### src/rtl/result_requant_if.sv
// Bundle of the filter-result input and the sample output handshake of result_requant.
// Latency: none (wires only).
// Backpressure: i_ready from the serializer gates FIFO reads; the filter side has no ready.
interface result_requant_if #(
   parameter int DEPTH = 4
);
   localparam int LW = $clog2(DEPTH) + 1;

   // Filter side
   logic [43:0]   i_result;
   logic          i_valid;
   logic [4:0]    i_shift;

   // Serializer side
   logic [23:0]   o_sample;
   logic          o_valid;
   logic          i_ready;

   // Status
   logic          o_clip;
   logic          o_overflow;
   logic [LW-1:0] o_level;
   logic [15:0]   o_clip_count;

   // Driver of results and ready (filter + serializer, or a testbench)
   modport master (
      output i_result, i_valid, i_shift, i_ready,
      input  o_sample, o_valid, o_clip, o_overflow, o_level, o_clip_count
   );

   // The requantizer itself
   modport slave (
      input  i_result, i_valid, i_shift, i_ready,
      output o_sample, o_valid, o_clip, o_overflow, o_level, o_clip_count
   );
endinterface

### src/rtl/result_requant.sv
// Requantizes 44-bit FIR results to 24-bit samples (round-half-up shift, saturation) into a small FIFO.
// Latency: i_valid at edge E -> sample in FIFO, visible on o_valid/o_level/o_sample after edge E+3.
// Backpressure: i_ready stalls only FIFO reads; input never stalls, a full FIFO drops (o_overflow sticky).
// Optional feature: define REQUANT_CLIP_CNT_EN to build the saturating clipped-sample counter.
module result_requant #(
   parameter int DEPTH = 4
) (
   input logic             i_clk,
   input logic             i_rst_n,
   result_requant_if.slave bus
);
   localparam int PW = $clog2(DEPTH);
   localparam int LW = PW + 1;
   localparam logic [LW-1:0] LVL_FULL = LW'(DEPTH);
   localparam logic [LW-1:0] LVL_ONE  = LW'(1);
   localparam logic [PW-1:0] PTR_ONE  = PW'(1);
   localparam logic [4:0]    SHIFT_MAX = 5'd20;

   // Input capture: the filter's ready pulse and its operands
   logic               in_vld_q, in_vld_d;
   logic [43:0]        in_res_q, in_res_d;
   logic [4:0]         in_shift_q, in_shift_d;

   // Stage 1: rounded, scaled value (45 bits holds the result plus the rounding carry)
   logic               s1_vld_q, s1_vld_d;
   logic signed [44:0] s1_dat_q, s1_dat_d;
   logic [4:0]         shift_sat;
   logic [44:0]        rnd;
   logic signed [44:0] sum;

   // Stage 2: saturated 24-bit sample
   logic               s2_vld_q, s2_vld_d;
   logic [23:0]        s2_dat_q, s2_dat_d;
   logic               s2_clip_q, s2_clip_d;

   // FIFO storage and first-word register
   logic [23:0]        mem_q [DEPTH];
   logic [23:0]        mem_d [DEPTH];
   logic [PW-1:0]      wr_ptr_q, wr_ptr_d;
   logic [PW-1:0]      rd_ptr_q, rd_ptr_d;
   logic [LW-1:0]      level_q, level_d;
   logic [23:0]        sample_q, sample_d;
   logic               clip_q, clip_d;
   logic               overflow_q, overflow_d;

   logic               pop;
   logic               full;
   logic               push;
   logic               drop;

   // Capture operands only on a valid pulse so idle cycles do not toggle the datapath
   always_comb begin
      in_vld_d   = bus.i_valid;
      in_res_d   = in_res_q;
      in_shift_d = in_shift_q;
      if (bus.i_valid) begin
         in_res_d   = bus.i_result;
         in_shift_d = bus.i_shift;
      end
   end

   // Stage 1: clamp shift to 20, add half an LSB of the result, arithmetic shift right
   always_comb begin
      shift_sat = (in_shift_q > SHIFT_MAX) ? SHIFT_MAX : in_shift_q;
      rnd       = '0;
      if (shift_sat != 5'd0) begin
         rnd = 45'd1 << (shift_sat - 5'd1);
      end
      sum       = {in_res_q[43], in_res_q} + rnd;
      s1_dat_d  = sum >>> shift_sat;
      s1_vld_d  = in_vld_q;
   end

   // Stage 2: saturate to the signed 24-bit range and flag when it happened
   always_comb begin
      s2_vld_d  = s1_vld_q;
      s2_dat_d  = s1_dat_q[23:0];
      s2_clip_d = 1'b0;
      if (s1_dat_q > 45'sd8388607) begin
         s2_dat_d  = 24'h7FFFFF;
         s2_clip_d = 1'b1;
      end else if (s1_dat_q < -45'sd8388608) begin
         s2_dat_d  = 24'h800000;
         s2_clip_d = 1'b1;
      end
   end

   // FIFO control: a read frees the slot a same-edge write needs, so full+pop still accepts
   always_comb begin
      pop  = (level_q != '0) && bus.i_ready;
      full = (level_q == LVL_FULL);
      push = s2_vld_q && (!full || pop);
      drop = s2_vld_q && full && !pop;
   end

   // FIFO state update: storage, pointers, occupancy and the registered head word
   always_comb begin
      mem_d = mem_q;
      if (push) begin
         mem_d[wr_ptr_q] = s2_dat_q;
      end
      wr_ptr_d = push ? (wr_ptr_q + PTR_ONE) : wr_ptr_q;
      rd_ptr_d = pop  ? (rd_ptr_q + PTR_ONE) : rd_ptr_q;
      level_d  = level_q + LW'(push) - LW'(pop);

      // Head word: next stored entry after a pop, or the incoming sample when it
      // lands in an empty (or just-emptied) FIFO; otherwise hold the last value.
      sample_d = sample_q;
      if (pop) begin
         if (level_q > LVL_ONE) begin
            sample_d = mem_q[rd_ptr_q + PTR_ONE];
         end else if (push) begin
            sample_d = s2_dat_q;
         end
      end else if ((level_q == '0) && push) begin
         sample_d = s2_dat_q;
      end

      // Clip pulses for every clipped stage-2 sample, written or dropped
      clip_d     = s2_vld_q && s2_clip_q;
      overflow_d = overflow_q || drop;
   end

   // All pipeline and FIFO state
   always_ff @(posedge i_clk or negedge i_rst_n) begin
      if (!i_rst_n) begin
         in_vld_q   <= 1'b0;
         in_res_q   <= '0;
         in_shift_q <= '0;
         s1_vld_q   <= 1'b0;
         s1_dat_q   <= '0;
         s2_vld_q   <= 1'b0;
         s2_dat_q   <= '0;
         s2_clip_q  <= 1'b0;
         for (int i = 0; i < DEPTH; i++) begin
            mem_q[i] <= '0;
         end
         wr_ptr_q   <= '0;
         rd_ptr_q   <= '0;
         level_q    <= '0;
         sample_q   <= '0;
         clip_q     <= 1'b0;
         overflow_q <= 1'b0;
      end else begin
         in_vld_q   <= in_vld_d;
         in_res_q   <= in_res_d;
         in_shift_q <= in_shift_d;
         s1_vld_q   <= s1_vld_d;
         s1_dat_q   <= s1_dat_d;
         s2_vld_q   <= s2_vld_d;
         s2_dat_q   <= s2_dat_d;
         s2_clip_q  <= s2_clip_d;
         for (int i = 0; i < DEPTH; i++) begin
            mem_q[i] <= mem_d[i];
         end
         wr_ptr_q   <= wr_ptr_d;
         rd_ptr_q   <= rd_ptr_d;
         level_q    <= level_d;
         sample_q   <= sample_d;
         clip_q     <= clip_d;
         overflow_q <= overflow_d;
      end
   end

`ifdef REQUANT_CLIP_CNT_EN
   logic [15:0] clip_cnt_q, clip_cnt_d;

   // Saturating count of clip pulses, cleared only by reset
   always_comb begin
      clip_cnt_d = clip_cnt_q;
      if (clip_q && (clip_cnt_q != 16'hFFFF)) begin
         clip_cnt_d = clip_cnt_q + 16'd1;
      end
   end

   // Counter register
   always_ff @(posedge i_clk or negedge i_rst_n) begin
      if (!i_rst_n) begin
         clip_cnt_q <= '0;
      end else begin
         clip_cnt_q <= clip_cnt_d;
      end
   end

   assign bus.o_clip_count = clip_cnt_q;
`else
   assign bus.o_clip_count = 16'd0;
`endif

   assign bus.o_sample   = sample_q;
   assign bus.o_valid    = (level_q != '0);
   assign bus.o_clip     = clip_q;
   assign bus.o_overflow = overflow_q;
   assign bus.o_level    = level_q;
endmodule

### src/flat_wrapper.sv
// flat-port wrapper written by rule: the top's interface ports become plain ports
module result_requant_flat 
#(
   parameter int DEPTH = 4
)
  (i_clk, i_rst_n, bus_i_result, bus_i_valid, bus_i_shift, bus_i_ready, bus_o_sample, bus_o_valid, bus_o_clip, bus_o_overflow, bus_o_level, bus_o_clip_count);
  result_requant_if #(.DEPTH(DEPTH)) bus_i ();
  input logic i_clk;
  input logic i_rst_n;
  input wire logic [$bits(bus_i.i_result)-1:0] bus_i_result;
  input wire logic [$bits(bus_i.i_valid)-1:0] bus_i_valid;
  input wire logic [$bits(bus_i.i_shift)-1:0] bus_i_shift;
  input wire logic [$bits(bus_i.i_ready)-1:0] bus_i_ready;
  output wire logic [$bits(bus_i.o_sample)-1:0] bus_o_sample;
  output wire logic [$bits(bus_i.o_valid)-1:0] bus_o_valid;
  output wire logic [$bits(bus_i.o_clip)-1:0] bus_o_clip;
  output wire logic [$bits(bus_i.o_overflow)-1:0] bus_o_overflow;
  output wire logic [$bits(bus_i.o_level)-1:0] bus_o_level;
  output wire logic [$bits(bus_i.o_clip_count)-1:0] bus_o_clip_count;
  assign bus_i.i_result = bus_i_result;
  assign bus_i.i_valid = bus_i_valid;
  assign bus_i.i_shift = bus_i_shift;
  assign bus_i.i_ready = bus_i_ready;
  assign bus_o_sample = bus_i.o_sample;
  assign bus_o_valid = bus_i.o_valid;
  assign bus_o_clip = bus_i.o_clip;
  assign bus_o_overflow = bus_i.o_overflow;
  assign bus_o_level = bus_i.o_level;
  assign bus_o_clip_count = bus_i.o_clip_count;
  result_requant #(.DEPTH(DEPTH)) u_core (.i_clk(i_clk), .i_rst_n(i_rst_n), .bus(bus_i));
endmodule
### config.mk
export PLATFORM = sky130hd
export DESIGN_NAME = result_requant_flat
export DESIGN_NICKNAME = d
export VERILOG_FILES = /design/src/rtl/result_requant_if.sv /design/src/rtl/result_requant.sv /design/src/flat_wrapper.sv
export SDC_FILE = /design/constraint.sdc
export NUM_CORES = 1
export LEC_CHECK = 0
export ABC_AREA = 1
export CORE_ASPECT_RATIO = 0.8
export CORE_MARGIN = 5
export CORE_UTILIZATION = 40
export DETAILED_ROUTE_END_ITERATION = 10
export SLEW_MARGIN = 20
export SYNTH_ARGS = -nofsm -noshare
export SYNTH_HDL_FRONTEND = slang
export SYNTH_SLANG_ARGS = --single-unit
### constraint.sdc
create_clock -name i_clk -period 4.8 [get_ports i_clk]
set_input_delay 0.72 -clock i_clk [delete_from_list [all_inputs] [get_ports i_clk]]
set_output_delay 0.72 -clock i_clk [all_outputs]
set_load 0.03 [all_outputs]
==> results of run 1 <==
==> logic make-up after synthesis <==
kind of cell,after synthesis
and+or+nand+nor,1091
adders and majority gates,42
DFF,251
xor gates and xnor gates,17
muxes,94
buffers and inverters,343
other,1
AOI/OAI and AO/OA,222
==> sequential cells by signal, indices dropped and copies added, names as in the netlist <==
name / count
u_core.in_vld_q: 1
u_core.bus.o_overflow: 1
u_core.s1_dat_q: 45
u_core.bus.o_level: 3
u_core.mem_q: 96
u_core.s2_clip_q: 1
u_core.s2_vld_q: 1
u_core.s1_vld_q: 1
u_core.in_shift_q: 5
u_core.rd_ptr_q: 2
u_core.wr_ptr_q: 2
u_core.bus.o_clip: 1
u_core.bus.o_sample: 24
u_core.s2_dat_q: 24
u_core.in_res_q: 44
==> synthesized netlist by cell type (16+ instances only) <==
library cell,count
nand2_1,527
nand3_1,362
dfrtp_1,251
inv_1,227
nor2_1,120
mux2_2,93
a21oi_1,77
o21ai_0,76
clkbuf_1,41
ha_1,40
buf_2,35
a22oi_1,26
o211ai_1,26
nand4_1,19
buf_4,17
nor2_2,16
==> power by group through the flow <==
| stage | clock [mW] | sequential [mW] | combinational, mW |
|---|---|---|---|
| after floorplan | 0 | 3.35 | 2.28 |
| after global placement | 0 | 3.22 | 3.44 |
| after detailed placement | 0 | 3.24 | 3.49 |
| after CTS | 2.37 | 3.20 | 3.50 |
| after global routing | 2.46 | 3.29 | 3.91 |
| final | 2.31 | 3.20 | 3.50 |
==> metrics by stage <==
step / cell area, um^2 / std cells / hold slack, ns
2_1_floorplan: 15600 / 2088 / 0.331
3_3_place_gp: 16800 / 2586 / 0.334
3_5_place_dp: 16800 / 2586 / 0.336
4_1_cts: 17800 / 2637 / 0.149
5_1_grt: 17800 / 2637 / 0.164
6_report: 17800 / 2637 / 0.104
==> path summary, 6_finish.rpt <==
path	slack (ns)	endpoint	startpoint	cells past startpoint
max in group asynchronous	3.46	u_core.bus.o_sample[22]$_DFFE_PN0P_	i_rst_n	2
worst min register to register	0.35	u_core.s1_vld_q$_DFF_PN0_	u_core.in_vld_q$_DFF_PN0_	0
min in group i_clk	0.35	u_core.s1_vld_q$_DFF_PN0_	u_core.in_vld_q$_DFF_PN0_	0
worst min-delay path	0.10	u_core.in_res_q[33]$_DFFE_PN0P_	i_rst_n	1
worst max-delay path	0.45	u_core.s1_dat_q[27]$_DFF_PN0_	u_core.in_shift_q[1]$_DFFE_PN0P_	28
worst max register to register	0.45	u_core.s1_dat_q[27]$_DFF_PN0_	u_core.in_shift_q[1]$_DFFE_PN0P_	28
==> final cells by class <==
| type | count | area [um^2] | share of cell area (%) |
|---|---|---|---|
| Clock buffer | 36 | 771 | 4.34 |
| Clock inverter | 15 | 218 | 1.22 |
| Inverter | 242 | 908 | 5.11 |
| Multi-Input combinational cell | 1494 | 7980 | 44.9 |
| Sequential cell | 251 | 6280 | 35.3 |
| Tap cell | 495 | 619 | 3.48 |
| Timing Repair Buffer | 104 | 998 | 5.62 |
==> critical path: cells and delay by family, from the launching register on <==
family	cells	cell delay, ns
AOI/OAI and AO/OA	1	0.15
DFF	1	0.40
adders and majority gates	2	0.58
buffers and inverters	3	0.35
and+or+nand+nor	22	2.73
==> metal layers <==
metal	up-vias	routed length, um	part of all wire, %
li1	6876	-	-
met1	6488	22700	50
met2	474	18800	41
met3	62	3040	6.7
met4	0	1050	2.3
met5	-	0	0
==> results.yml, run 1 <==
run_status:
  outcome: "complete, no violations"
global_routing:
  antenna_found_initial: 1
  overflow: 0
  grt_pass1_vias: 13100
  grt_util_all_layers_pct: 21.1
  grt_max_degree: 86
  grt_use_met1_pct: 32.8
  grt_pass1_wl_mm: 73.1
  busiest_layer: "met1"
  met3_usage_pct: 3.20
  gr-usage-met2_pct: 31.2
floorplanning:
  die_width_um: 230
  rows: 64
  initial_core_util_pct: 40.5
  core_area_um2: 38300
  dieArea_um2: 42900
  ios: 99
  die_h_um: 186
synth:
  synthArstFlopShare_pct: 100
  synthMuxAreaShare_pct: 6.81
  synth.distinct_cells: 42
  syn_area_per_cell_um2: 7.53
  ys_seq_area_share_pct: 40.5
  syn_inst: 2061
  syn_area_um2: 15500
  synth_top_family_by_area: "simple AND/OR/NAND/NOR gates"
  synth_top_cell_area_share_pct: 40.5
  yosys_warnings: 0
  synth_edf_count: 0
  synth-simple-area-share_pct: 31.0
  yosys_most_used_dff: "dfrtp_1"
  synth_fa_ha_area_share_pct: 3.48
  yosys.area.top_type: "dfrtp_1"
  synthTopCellsByArea: "dfrtp_1, nand2_1, nand3_1, mux2_2, inv_1"
  synthXorXnorAreaFrac_pct: 0.960
  synth_compound_area_share_pct: 8.18
  ys_ff_latch: 251
cells_and_area:
  utilization_pct: 46.4
  layout-drive-gt1-share_pct: 10.7
  fill_cells: 3817
  area_delta_synth_final_pct: 14.5
  diodes: 0
  layout_common_cells: "nand2_1, nand3_1, dfrtp_1"
  mostFrequentLayoutCell: "nand2_1"
  final_nets: 2216
drt:
  first_pass_iters: 7
  postRouteWirelength_mm: 45.6
  drtAntennaViolNets: 0
  via_per_inst: 5.27
  drc_errors: 0
  drtIter0Drc: 1394
  routedWlPerCell_um: 17.3
  vias: 13900
power_and_ir_drop:
  internal_power_mw: 5.51
  sw_frac_of_total_pct: 38.8
  p_leak_nw: 8.36
  p_clk_share_pct: 25.6
  p_seq_share_pct: 35.6
  pwr_density_cell_nw_per_um2: 507
  netSwitchingPower_mw: 3.50
  power_frac_comb_pct: 38.8
  ir_drop_mv: 0.291
  finalPower_mw: 9.01
worst_setup_path:
  critical_path_class: "reg -> reg"
  crit_required_ns: 5.24
  critPathMaxFanout: 7
  arrival_ns: 4.79
  path_common_cell: "nand2_1"
  end_kind: "flip-flop"
  slowest_delay_ns: 0.40
  crit_path_top_delay_cell: "dfrtp_1"
  startpoint_type: "flip-flop"
place:
  port_buffers: 82
  hpwl_mm: 34.3
  gp_congestion: 0.988
  dp_worst_setup_slack_ns: 0.569
clock_tree:
  cts.clk_slew.worst_paths_ns: 0.06
  cts_buffers: 28
  cts_tree: "yes"
  cts_setup_buffers: 0
  cts-resized-gates: 0
  cts_buffer_depth: 3
  clock-sinks: 251
  cts_root_buffer: "clkbuf_16"
  clock_latency_ns: 0.60
  hold_buffers: 0
  cts_htree_levels: 1
flow_run:
  drv_cap: 0
sta:
  fmax_mhz: 230
  clock_skew_ns: 0.0391
  min_period_ns: 4.35
  slew_headroom_pct: 39.4
  fin_crit_sh_pct: 90.7
  rsz0062_at_grt: "false"
  final.setup.worst_slack_ns: 0.447
  setup_viol: 0
  tns_ns: 0
  worstMarginPinSlew_ns: 0.907
  maxSlewViolCount: 0
  finalHoldViolCount: 0
min_path:
  hold_path.class: "in -> async"
Note: power is estimated with default switching activity, not from simulation.
==> run 2: changes to the inputs <==
==> constraint.sdc (replaced) <==
create_clock -name i_clk -period 5.5 [get_ports i_clk]
set_input_delay 0.825 -clock i_clk [delete_from_list [all_inputs] [get_ports i_clk]]
set_output_delay 0.825 -clock i_clk [all_outputs]
set_load 0.03 [all_outputs]
==> results.yml, run 2 (synthesis results as in run 1) <==
sta:
  setup_viol: 0
  clock_skew_ns: 0.0200
  maxSlewViolCount: 0
  rsz0062_at_grt: "false"
  min_period_ns: 4.51
  fin_crit_sh_pct: 81.9
  slew_headroom_pct: 32.9
  whs_ns: 0.278
  fmax_mhz: 222
  finalHoldViolCount: 0
  tns_ns: 0
  final.setup.worst_slack_ns: 0.994
  worstMarginPinSlew_ns: 1.01
clock_tree:
  cts_root_buffer: "clkbuf_16"
  cts_htree_levels: 1
  cts_tree: "yes"
  cts_buffer_depth: 3
  clock-sinks: 251
  cts_setup_buffers: 0
  clock_latency_ns: 0.58
  hold_buffers: 0
  cts.clk_slew.worst_paths_ns: 0.06
  cts-resized-gates: 0
  cts_buffers: 29
cells_and_area:
  diodes: 0
  area_delta_synth_final_pct: 14.4
  mostFrequentLayoutCell: "nand2_1"
  multi_input_area_um2: 7970
  largest-register: "u_core.mem_q"
  final_nets: 2216
  largest_register_ffs: 96
  layout_common_cells: "nand2_1, nand3_1, dfrtp_1"
  seq_area_um2: 6280
  layout-drive-gt1-share_pct: 10.8
  fill_cells: 3850
  top_regs: "u_core.mem_q: 96 flops, u_core.s1_dat_q: 45 flops, u_core.in_res_q: 44 flops"
drt:
  drc_errors: 0
  routedWlPerCell_um: 17.6
  postRouteWirelength_mm: 46.4
  vias: 14000
  wl_met1_mm: 22.6
  top_layer: "met4"
  first_pass_iters: 5
  via_per_inst: 5.31
  drtIter0Drc: 1446
  drtAntennaViolNets: 0
  wl_met3_mm: 3.34
  route.met2.wl_mm: 19.4
floorplanning:
  die_width_um: 230
  rows: 64
  die_h_um: 186
  dieArea_um2: 42900
  core_area_um2: 38300
  initial_core_util_pct: 40.5
  ios: 99
min_path:
  hold_path.class: "in -> async"
global_routing:
  grt_pass1_wl_mm: 75.4
  grt_util_all_layers_pct: 21.7
  antenna_found_initial: 0
  overflow: 0
  grt_max_degree: 122
  grt_pass1_vias: 13800
run_status:
  outcome: "complete, no violations"
power_and_ir_drop:
  power_frac_comb_pct: 39.1
  p_seq_share_pct: 35.7
  ir_drop_mv: 0.284
  internal_power_mw: 4.77
  pwr_density_cell_nw_per_um2: 442
  sw_frac_of_total_pct: 39.3
  p_leak_nw: 8.36
  netSwitchingPower_mw: 3.08
  p_clk_share_pct: 25.1
worst_setup_path:
  arrival_ns: 4.97
  crit_required_ns: 5.96
  r2r_cells: 26
  critical_path_class: "reg -> reg"
  r2r_end: "u_core.s1_dat_q[11]$_DFF_PN0_"
  startpoint: "u_core.in_shift_q[1]$_DFFE_PN0P_"
  end_kind: "flip-flop"
  critPathMaxFanout: 7
  rrSetupSlack_ns: 0.99
  worstReg2RegStart: "u_core.in_shift_q[1]$_DFFE_PN0P_"
  startpoint_type: "flip-flop"
  crit_end: "u_core.s1_dat_q[11]$_DFF_PN0_"
place:
  dp_worst_setup_slack_ns: 1.17
  hpwl_mm: 34.7
  gp_congestion: 0.991
  port_buffers: 82
flow_run:
  drv_cap: 0
==> run 2: changes by cell type in the layout (fill, tap and decap cells not counted), sizes merged <==
cell and delta:
inv +2, clkinv +1, clkbuf +1, bufinv -2
buf -1
==> run 2: worst min path at each step <==
stage	from	end	slack, ns	cells past startpoint
after global routing	i_rst_n	u_core.in_res_q[21]$_DFFE_PN0P_	0.33	1
final	i_rst_n	u_core.in_res_q[21]$_DFFE_PN0P_	0.28	1
after CTS	i_rst_n	u_core.in_res_q[21]$_DFFE_PN0P_	0.30	1
after global placement	u_core.s1_vld_q$_DFF_PN0_	u_core.s2_vld_q$_DFF_PN0_	0.33	0
after floorplan	u_core.in_vld_q$_DFF_PN0_	u_core.s1_vld_q$_DFF_PN0_	0.33	0
after detailed placement	u_core.in_vld_q$_DFF_PN0_	u_core.s1_vld_q$_DFF_PN0_	0.34	0
==> run 2: through the flow <==
stage                     total power, mW  area [um^2]  cells  utilization [%]
final                                7.85        17800   2638             46.4
after floorplan                      4.92        15600   2088                -
after global placement               5.82        16800   2585             43.8
after global routing                 8.43        17800   2638             46.4
after detailed placement             5.89        16800   2585             43.8
after CTS                            7.91        17800   2638             46.4
==> run 2: power by group through the flow <==
stage,sequential (mW),combinational [mW],clock [mW]
6_report,2.80,3.07,1.97
5_1_grt,2.88,3.44,2.11
4_1_cts,2.81,3.08,2.03
3_5_place_dp,2.84,3.06,0
3_3_place_gp,2.81,3.01,0
2_1_floorplan,2.92,1.99,0
==> run 2: cell type report <==
cell class                 count  area share, %
multi-input combinational   1494           44.9
sequential                   251           35.4
timing repair buffer         103           5.58
inverter                     242           5.12
clock buffer                  37           4.54
tap                          495           3.49
clock inverter                16          0.973
==> run 2: critical path, stage by stage, from the launching register on <==
cell     delay, ns
dfrtp_1       0.39
nor2_1        0.16
nor2_1        0.06
o21ai_1       0.14
inv_2         0.09
nor2_2        0.22
nand2_1       0.14
inv_1         0.13
nand2_1       0.09
nand2_1       0.22
inv_1         0.15
nor3_1        0.21
ha_1          0.26
fa_1          0.30
nand2_1       0.08
nand3_1       0.09
nand3_1       0.09
nand3_2       0.20
nand2_1       0.08
nand2_1       0.24
nand3_1       0.15
nand3_1       0.13
nand3_1       0.12
nand3_1       0.13
nand3_1       0.19
nand3_1       0.22
nand3_1       0.09
==> run 2: per-layer routing <==
layer	up-vias	GRT usage, %
met3	62	4.45
met2	443	32.4
met5	-	0
met4	0	5.02
li1	6868	-
met1	6623	32.6
==> run 3: changes to the inputs <==
==> constraint.sdc (replaced) <==
create_clock -name i_clk -period 4 [get_ports i_clk]
set_input_delay 0.6 -clock i_clk [delete_from_list [all_inputs] [get_ports i_clk]]
set_output_delay 0.6 -clock i_clk [all_outputs]
set_load 0.03 [all_outputs]
==> results.yml, run 3 (synthesis results as in run 1) <==
cells_and_area:
  top_regs: "u_core.mem_q: 96 flops, u_core.s1_dat_q: 45 flops, u_core.in_res_q: 44 flops"
  utilization_pct: 47.8
  final_area_um2: 18300
  largest-register: "u_core.mem_q"
  layout_common_cells: "nand2_1, nand3_1, dfrtp_1"
  mostFrequentLayoutCell: "nand2_1"
  layout-drive-gt1-share_pct: 15.4
  fill_cells: 3873
  area_delta_synth_final_pct: 17.8
  final_nets: 2232
  multi_input_area_um2: 8410
  diodes: 0
  seq_area_um2: 6280
  largest_register_ffs: 96
run_status:
  outcome: "complete, no violations"
worst_setup_path:
  r2r_cells: 26
  path_delay_family: "simple AND/OR/NAND/NOR gates"
  crit_path_top_delay_cell: "dfrtp_2"
  rrSetupSlack_ns: 0.24
  startpoint: "u_core.in_shift_q[2]$_DFFE_PN0P_"
  crit_required_ns: 4.41
  r2r_end: "u_core.s1_dat_q[22]$_DFF_PN0_"
  critical_path_class: "reg -> reg"
  end_kind: "flip-flop"
  startpoint_type: "flip-flop"
  worstReg2RegStart: "u_core.in_shift_q[2]$_DFFE_PN0P_"
  path_common_cell: "nand2_1"
  slowest_delay_ns: 0.44
  arrival_ns: 4.17
  critPathMaxFanout: 6
  path_buf_inv: 4
sta:
  clock_skew_ns: 0.0203
  setup_viol: 0
  tns_ns: 0
  maxSlewViolCount: 0
  rsz0062_at_grt: "true"
  slew_headroom_pct: 42.0
  fin_crit_sh_pct: 94.0
  worstMarginPinSlew_ns: 0.870
  finalHoldViolCount: 0
  min_period_ns: 3.76
  whs_ns: 0.000171
  fmax_mhz: 266
floorplanning:
  die_h_um: 186
  ios: 99
  die_width_um: 230
  rows: 64
  initial_core_util_pct: 40.5
  core_area_um2: 38300
  dieArea_um2: 42900
drt:
  drtIter0Drc: 1425
  postRouteWirelength_mm: 47.6
  first_pass_iters: 6
  routedWlPerCell_um: 17.9
  drc_errors: 0
  drtAntennaViolNets: 0
  via_per_inst: 5.36
  vias: 14200
place:
  placed_area_um2: 16900
  gp_congestion: 0.923
  hpwl_mm: 36.0
  port_buffers: 82
clock_tree:
  cts_buffers: 28
  clock-sinks: 251
  clock_latency_ns: 0.57
  cts_htree_levels: 1
  cts_buffer_depth: 3
  cts_root_buffer: "clkbuf_16"
  hold_buffers: 0
  cts.clk_slew.worst_paths_ns: 0.06
  cts_tree: "yes"
global_routing:
  antenna_found_initial: 0
  grt_max_degree: 79
  gr-usage-met2_pct: 32.6
  busiest_layer: "met1"
  overflow: 0
  grt_use_met1_pct: 33.7
  grt_pass1_wl_mm: 75.1
  grt_pass1_vias: 13600
  grt_util_all_layers_pct: 21.8
  met3_usage_pct: 3.08
flow_run:
  drv_cap: 0
min_path:
  hold_path.class: "in -> async"
power_and_ir_drop:
  pwr_density_cell_nw_per_um2: 592
  p_leak_nw: 8.56
  ir_drop_mv: 0.349
run 3: cell types whose count changed in the layout (fill, tap and decap cells not counted), moves of 4 or more:
cell      change
buf_4        +15
clkbuf_1      +4
ha_1          -5
inv_2         +4
nand2_1      -18
nand2_2      +18
nand3_1      -48
nand3_2      +42
nand3_4       +6
nor2_1       -10
nor2_2        +7
run 3: what timing repair did:
item | in CTS | in global routing
setup buffers | 0 | 3
endpoints found under the setup margin | 0 | 44
resized for setup | 0 | 103
run 3: power breakdown:
group          switching (mW)  leakage, nW  internal (mW)
logic                    2.71         5.23           1.67
clock network            1.07        0.453           1.52
registers               0.466         2.87           3.39
run 3: through the flow:
| step | total power, mW | setup WS [ns] | cells |
|---|---|---|---|
| 2_1_floorplan | 6.76 | 0.521 | 2088 |
| 3_3_place_gp | 8.04 | 0.00614 | 2599 |
| 3_5_place_dp | 8.16 | 0.0680 | 2599 |
| 4_1_cts | 10.8 | 0.00607 | 2650 |
| 5_1_grt | 11.6 | -0.0750 | 2653 |
| 6_report | 10.8 | 0.241 | 2653 |
run 3: layout make-up:
cell class / instances / area share, %
multi-input cells: 1494 / 46.0
flip-flops and latches: 251 / 34.4
repair buffers: 120 / 6.26
inverters: 242 / 4.97
clock buffers: 40 / 4.35
well taps: 495 / 3.39
clock inverters: 11 / 0.691
run 3: how the worst max path moves through the flow:
| stage | end | cells after the start |
|---|---|---|
| 2_1_floorplan | u_core.s1_dat_q[16]$_DFF_PN0_ | 24 |
| 3_3_place_gp | u_core.s1_dat_q[22]$_DFF_PN0_ | 28 |
| 3_5_place_dp | u_core.s1_dat_q[22]$_DFF_PN0_ | 26 |
| 4_1_cts | u_core.s1_dat_q[22]$_DFF_PN0_ | 26 |
| 5_1_grt | u_core.s1_dat_q[23]$_DFF_PN0_ | 28 |
| 6_report | u_core.s1_dat_q[22]$_DFF_PN0_ | 26 |
run 3: routing by layer:
| metal | vias to the layer above | wire [um] |
|---|---|---|
| met5 | - | 0 |
| met4 | 0 | 1010 |
| met3 | 58 | 2990 |
| met2 | 450 | 20100 |
| met1 | 6792 | 23500 |
| li1 | 6912 | - |
